**src/rtl/serial_adder.sv**
```systemverilog
`default_nettype none
// ============================================================================
// Module      : serial_adder
// Description : Bit-serial ripple adder. Computes {c_out, sum} = a + b + c_in
//               one bit per clock, LSB first, with a single full-adder cell
//               and a carry flop. Start/done handshake; the result is held
//               until the next operation completes.
// Revision    : 1.0 - initial release
// ----------------------------------------------------------------------------
// Ports
//   clk    in   1      rising-edge clock
//   rst_n  in   1      asynchronous active-low reset
//   start  in   1      request, sampled only while idle
//   a      in   WIDTH  operand A, captured on the accepted start
//   b      in   WIDTH  operand B, captured on the accepted start
//   c_in   in   1      carry-in, captured on the accepted start
//   busy   out  1      high while a request is in progress (RUN and DONE)
//   done   out  1      one-cycle pulse, sum/c_out valid from this cycle
//   sum    out  WIDTH  registered result, held until the next completion
//   c_out  out  1      registered carry-out, held until the next completion
// ============================================================================
module serial_adder #(
  parameter int WIDTH = 8
) (
  input  logic             clk,
  input  logic             rst_n,
  input  logic             start,
  input  logic [WIDTH-1:0] a,
  input  logic [WIDTH-1:0] b,
  input  logic             c_in,
  output logic             busy,
  output logic             done,
  output logic [WIDTH-1:0] sum,
  output logic             c_out
);

  localparam int CNT_W = $clog2(WIDTH);
  localparam logic [CNT_W-1:0] CNT_LAST = CNT_W'(WIDTH - 1);

  localparam logic [1:0] S_IDLE = 2'd0;
  localparam logic [1:0] S_RUN  = 2'd1;
  localparam logic [1:0] S_DONE = 2'd2;

  // --------------------------------------------------------------------------
  // State and datapath registers
  // --------------------------------------------------------------------------
  logic [1:0]       state_q, state_d;
  logic [WIDTH-1:0] sh_a_q,  sh_a_d;
  logic [WIDTH-1:0] sh_b_q,  sh_b_d;
  logic             cy_q,    cy_d;
  logic [CNT_W-1:0] cnt_q,   cnt_d;
  logic [WIDTH-1:0] acc_q,   acc_d;
  logic [WIDTH-1:0] sum_q,   sum_d;
  logic             c_out_q, c_out_d;

  // Single full-adder cell operating on the current LSBs and the carry flop.
  logic fa_s;
  logic fa_c;
  logic last_bit;

  always_comb begin
    fa_s     = sh_a_q[0] ^ sh_b_q[0] ^ cy_q;
    fa_c     = (sh_a_q[0] & sh_b_q[0]) | (sh_a_q[0] & cy_q) | (sh_b_q[0] & cy_q);
    last_bit = (cnt_q == CNT_LAST);
  end

  // --------------------------------------------------------------------------
  // Process 1: state and datapath registers
  // --------------------------------------------------------------------------
  always_ff @(posedge clk or negedge rst_n) begin
    if (!rst_n) begin
      state_q <= S_IDLE;
      sh_a_q  <= '0;
      sh_b_q  <= '0;
      cy_q    <= 1'b0;
      cnt_q   <= '0;
      acc_q   <= '0;
      sum_q   <= '0;
      c_out_q <= 1'b0;
    end else begin
      state_q <= state_d;
      sh_a_q  <= sh_a_d;
      sh_b_q  <= sh_b_d;
      cy_q    <= cy_d;
      cnt_q   <= cnt_d;
      acc_q   <= acc_d;
      sum_q   <= sum_d;
      c_out_q <= c_out_d;
    end
  end

  // --------------------------------------------------------------------------
  // Process 2: next-state logic
  // --------------------------------------------------------------------------
  always_comb begin
    state_d = state_q;
    case (state_q)
      S_IDLE:  if (start) state_d = S_RUN;
      S_RUN:   if (last_bit) state_d = S_DONE;
      S_DONE:  state_d = S_IDLE;
      default: state_d = S_IDLE;
    endcase
  end

  // --------------------------------------------------------------------------
  // Datapath next values. Everything holds unless the state says otherwise;
  // in particular start during RUN/DONE and operand changes after acceptance
  // never reach the shift registers.
  // --------------------------------------------------------------------------
  always_comb begin
    sh_a_d  = sh_a_q;
    sh_b_d  = sh_b_q;
    cy_d    = cy_q;
    cnt_d   = cnt_q;
    acc_d   = acc_q;
    sum_d   = sum_q;
    c_out_d = c_out_q;

    case (state_q)
      S_IDLE: begin
        if (start) begin
          sh_a_d = a;
          sh_b_d = b;
          cy_d   = c_in;
          cnt_d  = '0;
          acc_d  = '0;
        end
      end
      S_RUN: begin
        sh_a_d = {1'b0, sh_a_q[WIDTH-1:1]};
        sh_b_d = {1'b0, sh_b_q[WIDTH-1:1]};
        cy_d   = fa_c;
        // Sum bits enter at the MSB, so after WIDTH shifts bit 0 holds the LSB.
        acc_d  = {fa_s, acc_q[WIDTH-1:1]};
        cnt_d  = cnt_q + 1'b1;
        if (last_bit) begin
          // Publish the completed word directly from the shifter input so the
          // visible result never shows a partial value.
          sum_d   = {fa_s, acc_q[WIDTH-1:1]};
          c_out_d = fa_c;
          cnt_d   = '0;
        end
      end
      default: ;
    endcase
  end

  // --------------------------------------------------------------------------
  // Process 3: outputs, decoded from registered state only
  // --------------------------------------------------------------------------
  always_comb begin
    busy  = (state_q == S_RUN) || (state_q == S_DONE);
    done  = (state_q == S_DONE);
    sum   = sum_q;
    c_out = c_out_q;
  end

endmodule
`default_nettype wire

```
**config.mk**
```make
export PLATFORM = sky130hd
export DESIGN_NAME = serial_adder
export DESIGN_NICKNAME = d
export VERILOG_FILES = /design/src/rtl/serial_adder.sv
export SDC_FILE = /design/constraint.sdc
export NUM_CORES = 1
export LEC_CHECK = 0
export CORE_MARGIN = 4
export CORE_UTILIZATION = 50
export DETAILED_ROUTE_END_ITERATION = 8
export PLACE_DENSITY = 0.76
export SLEW_MARGIN = 30
export SYNTH_ARGS = -nofsm -noshare
export SYNTH_HDL_FRONTEND = slang
export SYNTH_SLANG_ARGS = --single-unit
```
**constraint.sdc**
```tcl
create_clock -name clk -period 2.9 [get_ports clk]
set_input_delay 0.58 -clock clk [delete_from_list [all_inputs] [get_ports clk]]
set_output_delay 0.58 -clock clk [all_outputs]
set_load 0.005 [all_outputs]
```
; ---- Word-level counts from Yosys, hierarchy flattened
; Cells that the tools add are included.
[classes]
div_mod_pow = 0
n_eq_ne = 5
bitwise = 7
magnitude_cmp = 0
n_mul = 0
n_addsub = 1
shifts = 0
n_reduce_logical = 6
mux = 14
[op_table]
columns = op, n
row1 = $pmux 8 s2, 3
row2 = $mux 8, 3
row3 = $mux 3, 2
row4 = $pmux 3 s2, 1
row5 = $reduce_and 2->1, 3
row6 = $mux 2, 2
row7 = $ne 2x2->1 const B, 2
row8 = $pmux 2 s2, 1
row9 = $add 3x1->3 const B, 1
row10 = $and 1x1->1, 3
row11 = $eq 3x3->1 const B, 1
row12 = $eq 2x1->1 const B, 1
row13 = $eq 2x2->1 const B, 1
row14 = $logic_not 2->1, 1
row15 = $or 1x1->1, 2
row16 = $pmux 1 s2, 1
row17 = $reduce_bool 2->1, 1
row18 = $xor 1x1->1, 2
row19 = $logic_or 1x1->1, 1
row20 = $mux 1, 1
[word_totals]
ram_bits = 0
output_inout_bits = 11
rom_bits = 0
in_bits = 20
reg_bits = 39
wordCells = 41
latch_bits = 0
memories = 0

; ---- Logic depth before layout (Yosys ltp)
[logic_depth]
depth_word = 4
depth_mapped = 8
mapped_depth_nobuf = 5

; ---- Least setup slack after synthesis
; No wires, ideal clock.
[synth_path]
path_kind = reg-to-reg
from = reg state_q[0]
to = reg state_q[1]
path_slack_ps = 1377
setup_time_ps = 127
t_arrival_ps = 1396
n_path_buf = 2
stages_incl_launch_ff = 8
synth_period_minus_slack_ps = 1523
required_time_ps = 2773
cell_sequence = dfrtp_1 inv_1 ha_1 buf_6 nor2b_4 buf_6 nor2_1 mux2_1
[synth_between]
elab_chain_len = 3
word_cells_on_any_way = 6
classes_between = 3 x eq/ne / 1 x mux / 2 x reduce/logical
[synth_rtl]
columns = item, line
row1 = from (decl), 47  ; logic [1:0] state_q, state_d;
row2 = from (signal assigned), 81  ; state_q <= state_d;
row3 = $eq 2x1->1 / $logic_not 2->1 (equally long branches), 97  ; case (state_q)
row4 = $ne 2x2->1 (no line), n/a
row5 = $reduce_and 2->1 (no line), n/a
; Parallel ways exist; a longest one is shown, timed or not.
; A chain may end at the register's enable or synchronous reset.

; ---- Worst setup path after layout
[layout_path]
from = reg state_q[0]
to = out busy
[layout_between]
elab_chain_len = 2
word_cells_on_any_way = 3
classes_between = 2 x eq/ne / 1 x reduce/logical
[layout_rtl]
columns = item, line
row1 = $eq 2x1->1 / $eq 2x2->1 (equally long branches), 152  ; busy = (state_q == S_RUN) || (state_q == S_DONE);
row2 = $logic_or 1x1->1 *, 152
row3 = to (decl), 31  ; output logic busy,
; Every way passes the cells marked *; elsewhere a longest branch is shown, timed or not.

==> key figures <==
Die
  – Die Wd: 68.4 um
  – Die Footprint: 4680 sq um
  – Cell row count: 21
  – Initial Util: 53.1%
  – IO Count: 31
  – Die height: 68.4 um
  – Core area: 3440 sq um

Setup path
  – FF-to-FF Start: state_q[0]$_DFFE_PN0P_
  – Worst Path Max Fanout: 3
  – Critical Path RT: 2.32 ns
  – R2r setup slk: 0.92 ns
  – Worst R2R Path Depth: 6
  – Arr. time, crit path: 1.54 ns
  – CP endpoint kind: output pin
  – WS Path Type: reg -> out
  – RR Endpoint: sh_a_q[7]$_DFFE_PN0P_
  – CP Launch Type: register

Placed design
  – Final Wtd Congestion: 0.813
  – Setup WS pre-CTS: 0.565 ns
  – DPL Wire Length: 2.62 mm
  – Input/output buffers: 30

Worst hold path
  – Hold Path End: sum[3]$_DFFE_PN0P_
  – Worst min path class: reg -> reg
  – HP Start: sum[3]$_DFFE_PN0P_
  – Hold depth: 1

Final layout
  – Multi-input gate area: 767 sq um
  – Layout cells sized above 1: 15.4%
  – # diodes: 0
  – Nets: 214
  – Filler cells: 277
  – Area growth syn-to-layout: 21.1%
  – Reg area: 951 sq um

Synthesis
  – Synthesized netlist cell count: 158
  – Ys Warns: 0
  – Flops & latches, synth: 38
  – Area fraction of the dominant cell type after synthesis: 52.1%
  – Register area share after synthesis: 52.1%
  – Syn_nets: 185
  – Cell taking the most area after synthesis: dfrtp_1
  – Synth cell types: 34
  – Synth area leaders: dfrtp_1 (52%), mux2_2 (5.5%), nand3_1 (4.9%)
  – Syn Area/Cell: 11.6 sq um
  – Syn Std Cell Area: 1830 sq um

Power and ir drop
  – Sequential power share: 39.8%
  – Peak supply drop: 0.604 mV
  – Switch share: 37.5%
  – Psw: 0.772 mW
  – Leak pwr: 0.958 nW
  – Clk pwr share: 17.8%
  – Power Density: 931 nW/um^2
  – Internal: 1.29 mW
  – Logic pwr share: 42.4%

Clock tree
  – CTS tree: done
  – CTS Buf Count: 5
  – Max Buffers Root-to-Sink: 2
  – Clock latency on the worst-skew pair: 0.28 ns
  – Clk sinks: 38
  – Post-CTS setup buffer count: 0
  – Worst-path clk slew: 0.07 ns
  – Root Driver: clkbuf_8
  – Hold-fix buffers, CTS: 0
  – Resize count post-CTS: 0
  – H-tree depth: 2

Drt
  – Routed vias/inst: 5.66
  – DRT iter0 DRCs: 114
  – Drt drc: 0
  – Vias after detailed routing: 1324
  – Drt pass-1 iters: 4
  – Routed WL: 3.67 mm
  – Routed Antenna Nets: 0
  – Wire per inst: 15.7 um

Flow run
  – Max-cap violations: 0

STA
  – Unrepaired setup endpoints after global routing: false
  – Worst-margin pin slew: 0.561 ns
  – Setup tns final: 0 ns
  – Final Max Tran Viols: 0
  – Slew headroom: 62.5%
  – Final Hold Fails: 0
  – Clock Skews: 0.00290 ns
  – Final min period: 2.12 ns
  – Setup ws final: 0.785 ns
  – Final setup fails: 0
  – Achievable frequency: 473 MHz
  – Final worst-path cycle share: 72.9%

GRT
  – Global route total overflow: 0
  – Overall Global Routing Usage: 18.3%
  – Vias in the first global route: 1390
  – Antenna violations before repair: 0
  – First-pass GRT wire length: 6.42 mm
  – Largest net degree at the start of global routing: 39

Outcome
  – Status: finished clean
kinds of logic (layout without fill, tap and decap cells):
logic type / Yosys count / count (layout) / share of synthesized area (%)
simple gates: 47 / 47 / 13.3
flops: 38 / 38 / 52.1
compound gates: 40 / 40 / 17.3
mux: 10 / 10 / 6.16
buf+inv: 16 / 46 / 5.96
fa+ha+maj: 7 / 7 / 5.21
cells in the final DEF, fill, tap and decap left out:
master,instances
clkdlybuf4s50_1,30
mux2_1,1
nand2_2,1
or3_1,3
o22ai_1,6
nor2b_1,2
o221a_2,2
clkbuf_8,6
buf_4,4
nor2_2,1
nand2_1,4
nor2_1,9
a22o_1,10
o22a_1,3
nor3b_1,2
fa_1,1
clkbuf_1,1
a21oi_1,3
nor3_1,5
dfrtp_1,38
clkinv_2,1
nand2b_1,1
a211oi_1,4
a32oi_1,2
o221a_1,1
inv_1,3
a221oi_2,2
nor2b_4,1
nand3_1,18
o21ai_2,1
inv_2,1
ha_1,6
mux2_2,9
o21ai_0,6
cell type report:
class / count / share of cell area (%)
flip-flops and latches: 38 / 43.0
repair buffers: 34 / 14.9
clock inverters: 1 / 0.226
multi-input cells: 104 / 34.7
well taps: 46 / 2.60
clock buffers: 7 / 3.90
inverters: 4 / 0.679
state kept, by name, indices dropped and copies added, names as in the netlist:
signal,cells
sh_b_q,8
cnt_q,3
state_q,2
cy_q,1
acc_q,7
sum,8
c_out,1
sh_a_q,8
metrics by stage:
step / util (%) / hold WS [ns] / power [mW] / area [sq um] / cells
floorplan: - / 0.284 / 1.50 / 1830 / 158
global route: 64.3 / 0.513 / 2.23 / 2210 / 234
CTS: 64.3 / 0.509 / 2.07 / 2210 / 234
detailed placement: 61.6 / 0.491 / 1.70 / 2120 / 226
global placement: 61.6 / 0.483 / 1.65 / 2120 / 226
finish: 64.3 / 0.505 / 2.06 / 2210 / 234
worst max-delay path: stages, from the launching register on:
cell and delay [ns]:
dfrtp_1 0.40, inv_1 0.09, ha_1 0.28, clkdlybuf4s50_1 0.49
worst max path at each step:
stage / startpoint / end / slack (ns) / cells past startpoint
3_5_place_dp: start / cnt_q[1]$_DFFE_PN0P_ / 0.56 / 4
2_1_floorplan: state_q[0]$_DFFE_PN0P_ / state_q[1]$_DFFE_PN0P_ / 1.38 / 7
3_3_place_gp: start / acc_q[4]$_DFFE_PN0P_ / 0.67 / 4
6_report: state_q[0]$_DFFE_PN0P_ / busy / 0.78 / 3
5_1_grt: state_q[0]$_DFFE_PN0P_ / busy / 0.70 / 3
4_1_cts: state_q[0]$_DFFE_PN0P_ / busy / 0.78 / 3
metal layers:
layer	wire length [um]	track usage (%)	vias to the layer above
li1	-	-	635
met1	1600	23.6	640
met4	27	5.21	0
met5	0	0	-
met2	1870	29.9	44
met3	179	5.25	5
cells in the mapped netlist, drive strengths merged:
| library cell | instances |
|---|---|
| a211oi | 4 |
| a21oi | 3 |
| a221oi | 2 |
| a22o | 10 |
| a32oi | 2 |
| buf | 11 |
| clkbuf | 1 |
| dfrtp | 38 |
| fa | 1 |
| ha | 6 |
| inv | 4 |
| mux2 | 10 |
| nand2 | 5 |
| nand2b | 1 |
| nand3 | 18 |
| nor2 | 10 |
| nor2b | 3 |
| nor3 | 5 |
| nor3b | 2 |
| o21ai | 7 |
| o221a | 3 |
| o22a | 3 |
| o22ai | 6 |
| or3 | 3 |
power by group through the flow:
stage	sequential (mW)	combinational, mW	clock [mW]
2_1_floorplan	0.795	0.705	0
3_3_place_gp	0.819	0.835	0
3_5_place_dp	0.826	0.878	0
4_1_cts	0.818	0.879	0.376
5_1_grt	0.840	0.992	0.399
6_report	0.821	0.873	0.366
Note: power is estimated with default switching activity, not from simulation.
